<file path="src/rtl/avm_burst_pkg.sv">
// Shared types and constants for the Avalon-MM burst copy master.
// The state enum is also what the debug state output carries.
package avm_burst_pkg;

  typedef enum logic [2:0] {
    IDLE    = 3'd0,
    RD_REQ  = 3'd1,
    RD_DATA = 3'd2,
    WR_DATA = 3'd3,
    FINISH  = 3'd4
  } state_t;

  localparam int         BYTES_PER_WORD = 4;
  localparam logic [3:0] BYTEENABLE_ALL = 4'hF;

endpackage

</file>
<file path="src/rtl/avm_burst_copy_master_buffer.sv">
// Burst staging buffer: MAX_BURST words.
// Write is clocked; read is combinational. The storage has no reset.
module avm_burst_buffer #(
  parameter int DEPTH = 8,
  parameter int DW    = 32,
  parameter int AW    = 3
) (
  input  logic          i_clk,
  input  logic          i_we,
  input  logic [AW-1:0] i_waddr,
  input  logic [DW-1:0] i_wdata,
  input  logic [AW-1:0] i_raddr,
  output logic [DW-1:0] o_rdata
);

  logic [DW-1:0] r_mem [DEPTH];

  always_ff @(posedge i_clk) begin
    if (i_we) r_mem[i_waddr] <= i_wdata;
  end

  assign o_rdata = r_mem[i_raddr];

endmodule

</file>
<file path="src/rtl/avm_burst_copy_master.sv">
// Avalon-MM burst copy master: reads up to MAX_BURST words into a local
// buffer, writes them back out at the destination, repeats until LENGTH words.
module avm_burst_copy_master
  import avm_burst_pkg::*;
#(
  parameter int AVM_DATA_WIDTH    = 32,
  parameter int AVM_ADDRESS_WIDTH = 32,
  parameter int MAX_BURST         = 8,
  parameter int BURSTCOUNT_WIDTH  = 4
) (
  input  logic                         CSI_CLOCK_CLK,
  input  logic                         CSI_CLOCK_RESET,
  input  logic                         START,
  input  logic [AVM_ADDRESS_WIDTH-1:0] SRC_ADDR,
  input  logic [AVM_ADDRESS_WIDTH-1:0] DST_ADDR,
  input  logic [AVM_DATA_WIDTH-1:0]    LENGTH,
  output logic                         DONE,
  output logic [AVM_ADDRESS_WIDTH-1:0] AVM_AVALONMASTER_ADDRESS,
  output logic                         AVM_AVALONMASTER_READ,
  output logic                         AVM_AVALONMASTER_WRITE,
  output logic [BURSTCOUNT_WIDTH-1:0]  AVM_AVALONMASTER_BURSTCOUNT,
  output logic [3:0]                   AVM_AVALONMASTER_BYTEENABLE,
  output logic [AVM_DATA_WIDTH-1:0]    AVM_AVALONMASTER_WRITEDATA,
  input  logic                         AVM_AVALONMASTER_WAITREQUEST,
  input  logic [AVM_DATA_WIDTH-1:0]    AVM_AVALONMASTER_READDATA,
  input  logic                         AVM_AVALONMASTER_READDATAVALID,
  output logic [2:0]                   o_dbg_state
);

  localparam int AW     = AVM_ADDRESS_WIDTH;
  localparam int DW     = AVM_DATA_WIDTH;
  localparam int BCW    = BURSTCOUNT_WIDTH;
  localparam int BUF_AW = $clog2(MAX_BURST);

  state_t          r_state;
  logic            r_start_d;
  logic [AW-1:0]   r_src;
  logic [AW-1:0]   r_dst;
  logic [DW-1:0]   r_remaining;
  logic [BCW-1:0]  r_burst;
  logic [BCW-1:0]  r_rcnt;
  logic [BCW-1:0]  r_wcnt;
  logic            r_read;
  logic            r_write;
  logic            r_done;
  logic [AW-1:0]   r_address;
  logic [BCW-1:0]  r_burstcount;

  logic            w_launch;
  logic            w_rd_accept;
  logic            w_capture;
  logic            w_wr_accept;
  logic            w_last_wr;
  logic [AW-1:0]   w_src_aligned;
  logic [AW-1:0]   w_dst_aligned;
  logic [AW-1:0]   w_step;
  logic [AW-1:0]   w_src_next;
  logic [AW-1:0]   w_dst_next;
  logic [DW-1:0]   w_rem_next;
  logic [BCW-1:0]  w_first_burst;
  logic [BCW-1:0]  w_next_burst;
  logic [DW-1:0]   w_buf_rdata;

  function automatic logic [BCW-1:0] burst_len(input logic [DW-1:0] rem);
    if (rem >= DW'(MAX_BURST)) return BCW'(MAX_BURST);
    return rem[BCW-1:0];
  endfunction

  // Avalon-MM handshake: a command or write beat transfers on every clock
  // edge where READ/WRITE is high and WAITREQUEST is low; until then the
  // master holds READ/WRITE, ADDRESS, BURSTCOUNT and WRITEDATA unchanged.
  // Read beats return on READDATAVALID with no back-pressure.
  assign w_launch      = START & ~r_start_d & ((r_state == IDLE) | (r_state == FINISH));
  assign w_rd_accept   = (r_state == RD_REQ) & ~AVM_AVALONMASTER_WAITREQUEST;
  assign w_capture     = AVM_AVALONMASTER_READDATAVALID & (r_rcnt < r_burst) &
                         ((r_state == RD_DATA) | w_rd_accept);
  assign w_wr_accept   = (r_state == WR_DATA) & ~AVM_AVALONMASTER_WAITREQUEST;
  assign w_last_wr     = w_wr_accept & (r_wcnt == r_burst - 1'b1);

  assign w_src_aligned = SRC_ADDR & ~AW'(BYTES_PER_WORD - 1);
  assign w_dst_aligned = DST_ADDR & ~AW'(BYTES_PER_WORD - 1);
  assign w_step        = AW'(r_burst) * AW'(BYTES_PER_WORD);
  assign w_src_next    = r_src + w_step;
  assign w_dst_next    = r_dst + w_step;
  assign w_rem_next    = r_remaining - DW'(r_burst);
  assign w_first_burst = burst_len(LENGTH);
  assign w_next_burst  = burst_len(w_rem_next);

  avm_burst_buffer #(
    .DEPTH (MAX_BURST),
    .DW    (DW),
    .AW    (BUF_AW)
  ) u_buffer (
    .i_clk   (CSI_CLOCK_CLK),
    .i_we    (w_capture),
    .i_waddr (r_rcnt[BUF_AW-1:0]),
    .i_wdata (AVM_AVALONMASTER_READDATA),
    .i_raddr (r_wcnt[BUF_AW-1:0]),
    .o_rdata (w_buf_rdata)
  );

  always_ff @(posedge CSI_CLOCK_CLK or posedge CSI_CLOCK_RESET) begin
    if (CSI_CLOCK_RESET) begin
      r_state      <= IDLE;
      r_start_d    <= 1'b0;
      r_src        <= '0;
      r_dst        <= '0;
      r_remaining  <= '0;
      r_burst      <= '0;
      r_rcnt       <= '0;
      r_wcnt       <= '0;
      r_read       <= 1'b0;
      r_write      <= 1'b0;
      r_done       <= 1'b0;
      r_address    <= '0;
      r_burstcount <= '0;
    end else begin
      r_start_d <= START;
      if (w_capture) r_rcnt <= r_rcnt + 1'b1;
      case (r_state)
        IDLE, FINISH: begin
          if (r_state == FINISH) r_done <= 1'b1;
          r_state <= IDLE;
          if (w_launch) begin
            r_src       <= w_src_aligned;
            r_dst       <= w_dst_aligned;
            r_remaining <= LENGTH;
            r_done      <= 1'b0;
            if (LENGTH != '0) begin
              r_state      <= RD_REQ;
              r_read       <= 1'b1;
              r_address    <= w_src_aligned;
              r_burst      <= w_first_burst;
              r_burstcount <= w_first_burst;
              r_rcnt       <= '0;
            end else begin
              r_state <= FINISH;
            end
          end
        end
        RD_REQ: begin
          if (!AVM_AVALONMASTER_WAITREQUEST) begin
            r_read  <= 1'b0;
            r_state <= RD_DATA;
          end
        end
        RD_DATA: begin
          // Late beats beyond the burst are dropped by w_capture's count guard.
          if (r_rcnt == r_burst) begin
            r_state   <= WR_DATA;
            r_write   <= 1'b1;
            r_address <= r_dst;
            r_wcnt    <= '0;
          end
        end
        WR_DATA: begin
          if (w_last_wr) begin
            r_write     <= 1'b0;
            r_remaining <= w_rem_next;
            r_src       <= w_src_next;
            r_dst       <= w_dst_next;
            if (w_rem_next == '0) begin
              r_state <= FINISH;
            end else begin
              r_state      <= RD_REQ;
              r_read       <= 1'b1;
              r_address    <= w_src_next;
              r_burst      <= w_next_burst;
              r_burstcount <= w_next_burst;
              r_rcnt       <= '0;
            end
          end else if (w_wr_accept) begin
            r_wcnt <= r_wcnt + 1'b1;
          end
        end
        default: r_state <= IDLE;
      endcase
    end
  end

  assign DONE                        = r_done;
  assign AVM_AVALONMASTER_READ       = r_read;
  assign AVM_AVALONMASTER_WRITE      = r_write;
  assign AVM_AVALONMASTER_ADDRESS    = r_address;
  assign AVM_AVALONMASTER_BURSTCOUNT = r_burstcount;
  assign AVM_AVALONMASTER_BYTEENABLE = BYTEENABLE_ALL;
  assign AVM_AVALONMASTER_WRITEDATA  = r_write ? w_buf_rdata : '0;
  assign o_dbg_state                 = r_state;

endmodule

</file>
<file path="config.mk">
export PLATFORM = sky130hd
export DESIGN_NAME = avm_burst_copy_master
export DESIGN_NICKNAME = d
export VERILOG_FILES = /design/src/rtl/avm_burst_pkg.sv /design/src/rtl/avm_burst_copy_master_buffer.sv /design/src/rtl/avm_burst_copy_master.sv
export SDC_FILE = /design/constraint.sdc
export NUM_CORES = 1
export LEC_CHECK = 0
export ABC_AREA = 0
export ABC_CLOCK_PERIOD_IN_PS = 5460
export BUFFER_PORTS_ARGS = -buffer_cell sky130_fd_sc_hd__buf_2
export CORE_MARGIN = 4
export CORE_UTILIZATION = 50
export CTS_CLUSTER_DIAMETER = 60
export DETAILED_ROUTE_END_ITERATION = 12
export PLACE_DENSITY = 0.72
export SYNTH_ARGS = -nofsm -noshare
export SYNTH_HDL_FRONTEND = slang
export SYNTH_HIERARCHICAL = 1
export SYNTH_SLANG_ARGS = --single-unit
</file>
<file path="constraint.sdc">
create_clock -name CSI_CLOCK_CLK -period 5.46 [get_ports CSI_CLOCK_CLK]
set_input_delay 0.273 -clock CSI_CLOCK_CLK [delete_from_list [all_inputs] [get_ports CSI_CLOCK_CLK]]
set_output_delay 0.273 -clock CSI_CLOCK_CLK [all_outputs]
set_load 0.01 [all_outputs]
</file>
==> impl_results.md <==
- Final hold violation count: 0
- Gpl congestion: 0.9049
- Post-DP HPWL: 31.68 mm
- Sw Share: 0.3824
- First-pass GRT wire length: 78.70 mm
- Core Area: 0.03802 sq mm
- Count of port buffers added during placement: 202
- Post-synth EDFFs: 256
- Met1 Track Usage GR: 0.3207
- Num rows: 71
- # IOs: 211
- Worst VDD drop: 326.6 uV
- Combinational share of power: 0.394
- CP Max Fanout: 24
- Synth Register Bits: 398
- Min-delay worst type: in2reg
- Area grow syn2layout: 17.12%
- Global-route usage over all layers: 0.2391
- H-Tree Depth: 2
- Setup crit start kind: flip-flop
- Post-Syn Area: 0.01943 sq mm
- Crit path max-delay cell type: o31ai_4
- CP Class: reg2reg
- Total chip power: 11.91 mW
- R2R depth: 10
- Yosys top cell area share: 0.3957
- Seq/Total Area, Yosys: 0.5786
- Relative slew slack: 0.3028
- Crit-path max cell delay: 0.83 ns
- Least-Margin Pin Slew: 1.046 ns
- Setup WS pre-CTS: 1.108 ns
- Synth cell types: 76
- Synth area leaders: edfxtp_1 40%, dfrtp_1 18%, mux4_1 5.4%, a21oi_1 4.0%, o21ai_0 2.9%
- Routed vias: 14,150
- Outcome: finished, final reports clean
- Post-CTS Setup Repair Bufs: 0
- Final WS setup: 1.087 ns
- Final Cycle Share: 0.8009
- DRC viols: 0
- Die H: 205.1 um
- Total CTS buffers: 43
- Most frequent CP cell: nand4_1
- CP cell instances: inv_1 > ha_1 > nor2b_1 > o31ai_1 > nand4_1 > xor2_1 > nand4_1 > o31ai_4 > buf_4 > o21ai_0
- RSZ-0062 raised after global routing: no
- Layout cells sized above 1: 0.2083
- Most frequent cell after synthesis: edfxtp_1
- WP data required: 5.88 ns
- Crit path DAT: 4.79 ns
- Final Critical Period: 4.373 ns
- Worst-skew pair later-pin latency: 0.57 ns
- Post-synth top area cell: edfxtp_1
- Final #Nets: 1,977
- CTS Root Buffer Type: clkbuf_16
- CTS tree: built
- Pint: 7.358 mW
- Routed Antenna Nets: 0
- Most frequent cells after synthesis: 256 x edfxtp_1, 157 x a21oi_1, 142 x dfrtp_1
- Vias/cell: 5.976
- Gr ovfl total: 0
- Max Freq: 228.7 MHz
- Final setup violation count: 0
- Layout Skew: 0.02253 ns
- Clock Power Share: 0.237
- MaxCap Viol Count: 0
- PwrDens: 523.7 mW/mm^2
- Setup_tns: 0 ns
- Yosys Warn Count: 6
- Hold_ws: 0.02727 ns
- Layer carrying the most global-route usage: met2
- P_leak: 8.579 nW
- Die W: 205.1 um
- Post-synth top flop: edfxtp_1
- Vias in the first global route: 13,900
- Initial core utilization: 0.5110
- Pin count of the biggest net entering global routing: 112
- Max Transition Viols Final: 0
- Seq pwr share: 0.369
- Iter 0 DRT Violations: 997
- Initial DRT Pass Iterations: 5
- Mean post-synth cell area: 12.15 sq um
- Clock Path Buffers: 3
- Hold path cells: 3
- Clock slew at reported path FFs: 0.06 ns
- Net switching power: 4.557 mW
- Avg WL per Cell: 21.50 um
- Ys async rst share: 0.3568
- Die ar.: 0.04207 sq mm
- Total clock sinks: 398
- Total wire length: 50.92 mm
- CP Capture Type: flip-flop
- Initial antenna violation count: 9
- Cell count after synthesis: 1,599
- Met2 Use GR: 0.3988
- GR Layer Usage met3: 0.04132
routing by layer:
metal  share of wire  wire length [um]
met5          0.0016                80
met1            0.41             20680
met2            0.50             25270
met4           0.030              1510
met3           0.066              3380
worst max-delay path: cells and delay by family (launching register included):
family	cells	cell delay, ns
AND/OR/NAND/NOR	3	0.70
buffers and inverters	2	0.59
AO/OA/AOI/OAI	3	1.74
adder cells (fa/ha/maj)	1	0.35
flip-flops	1	0.56
XOR/XNOR	1	0.24
flip-flops by register name (all words and copies together), names as in the netlist:
signal                       count
AVM_AVALONMASTER_ADDRESS        31
AVM_AVALONMASTER_BURSTCOUNT      4
AVM_AVALONMASTER_READ            1
AVM_AVALONMASTER_WRITE           1
DONE                             1
o_dbg_state                      3
r_dst                           30
r_rcnt                           4
r_remaining                     32
r_src                           30
r_start_d                        1
r_wcnt                           4
u_buffer/r_mem                 256
power groups by stage:
| stage | Sequential, mW | Clock (mW) | Combinational [mW] |
|---|---|---|---|
| finish | 4.39 | 2.83 | 4.70 |
| global route | 4.48 | 3.03 | 5.18 |
| CTS | 4.38 | 2.89 | 4.71 |
| detailed placement | 4.43 | 0 | 4.65 |
| global placement | 4.41 | 0 | 4.53 |
| floorplan | 4.23 | 0 | 3.50 |
through the flow:
step,cells,utilization,instance area (sq um)
global route,2365,0.5982,22750
detailed placement,2236,0.5485,20860
global placement,2236,0.5485,20860
CTS,2364,0.5982,22740
floorplan,1602,-,19440
finish,2368,0.5984,22750
layout make-up:
cell class / count / area, sq um
Antenna cell: 4 / 10.01
Clock buffer: 56 / 1155
Clock inverter: 20 / 211.5
Fill cell: 3047 / 15270
Inverter: 30 / 117.6
Multi-Input combinational cell: 1069 / 7634
Sequential cell: 398 / 11250
Tap cell: 511 / 639.4
Timing Repair Buffer: 280 / 1739
logic make-up (layout without fill, tap and decap cells):
logic type / after synthesis / in the layout / share of synthesized area
fa+ha+maj: 22 / 22 / 0.01533
mux: 108 / 108 / 0.1069
flops: 398 / 398 / 0.5786
buf+inv: 135 / 386 / 0.03188
other cells: 1 / 8 / 0.0001930
compound gates: 408 / 408 / 0.1235
simple gates: 479 / 479 / 0.1220
xor+xnor: 48 / 48 / 0.02164
repair_timing:
action	4_1_cts	5_1_grt
setup endpoints to repair	0	0
resized for setup	0	0
hold buffers	52	0
endpoints found under the hold margin	370	0
worst paths after layout:
| check | from | slack [ns] | end |
|---|---|---|---|
| max | AVM_AVALONMASTER_BURSTCOUNT[1] | 1.09 | AVM_AVALONMASTER_ADDRESS[27] |
| min | SRC_ADDR[16] | 0.03 | r_src[16] |
| max reg2reg | AVM_AVALONMASTER_BURSTCOUNT[1] | 1.09 | AVM_AVALONMASTER_ADDRESS[27] |
| max in group asynchronous | CSI_CLOCK_RESET | 3.71 | r_wcnt[0] |
| min in group asynchronous | CSI_CLOCK_RESET | 0.46 | r_src[14] |
| min reg2reg | AVM_AVALONMASTER_ADDRESS[4] | 0.48 | AVM_AVALONMASTER_ADDRESS[4] |
placed cells by master (no fill, tap or decap), types with 10 or more instances in the layout:
cell / n
edfxtp_1: 256
buf_2: 202
a21oi_1: 156
nand2_1: 140
dfrtp_1: 139
nor2_1: 112
o21ai_0: 111
dlygate4sd3_1: 52
clkbuf_16: 43
mux4_1: 40
and2_1: 37
o22ai_1: 35
mux2_2: 32
nand3_1: 31
nor3_1: 30
inv_1: 29
xnor2_1: 26
buf_4: 25
mux4_2: 24
xor2_1: 22
ha_1: 19
nand4_1: 18
nor4_1: 18
a22oi_1: 15
a31oi_1: 13
a211oi_1: 13
nand2b_1: 12
clkbuf_1: 10
Note: power is estimated with default switching activity, not from simulation.
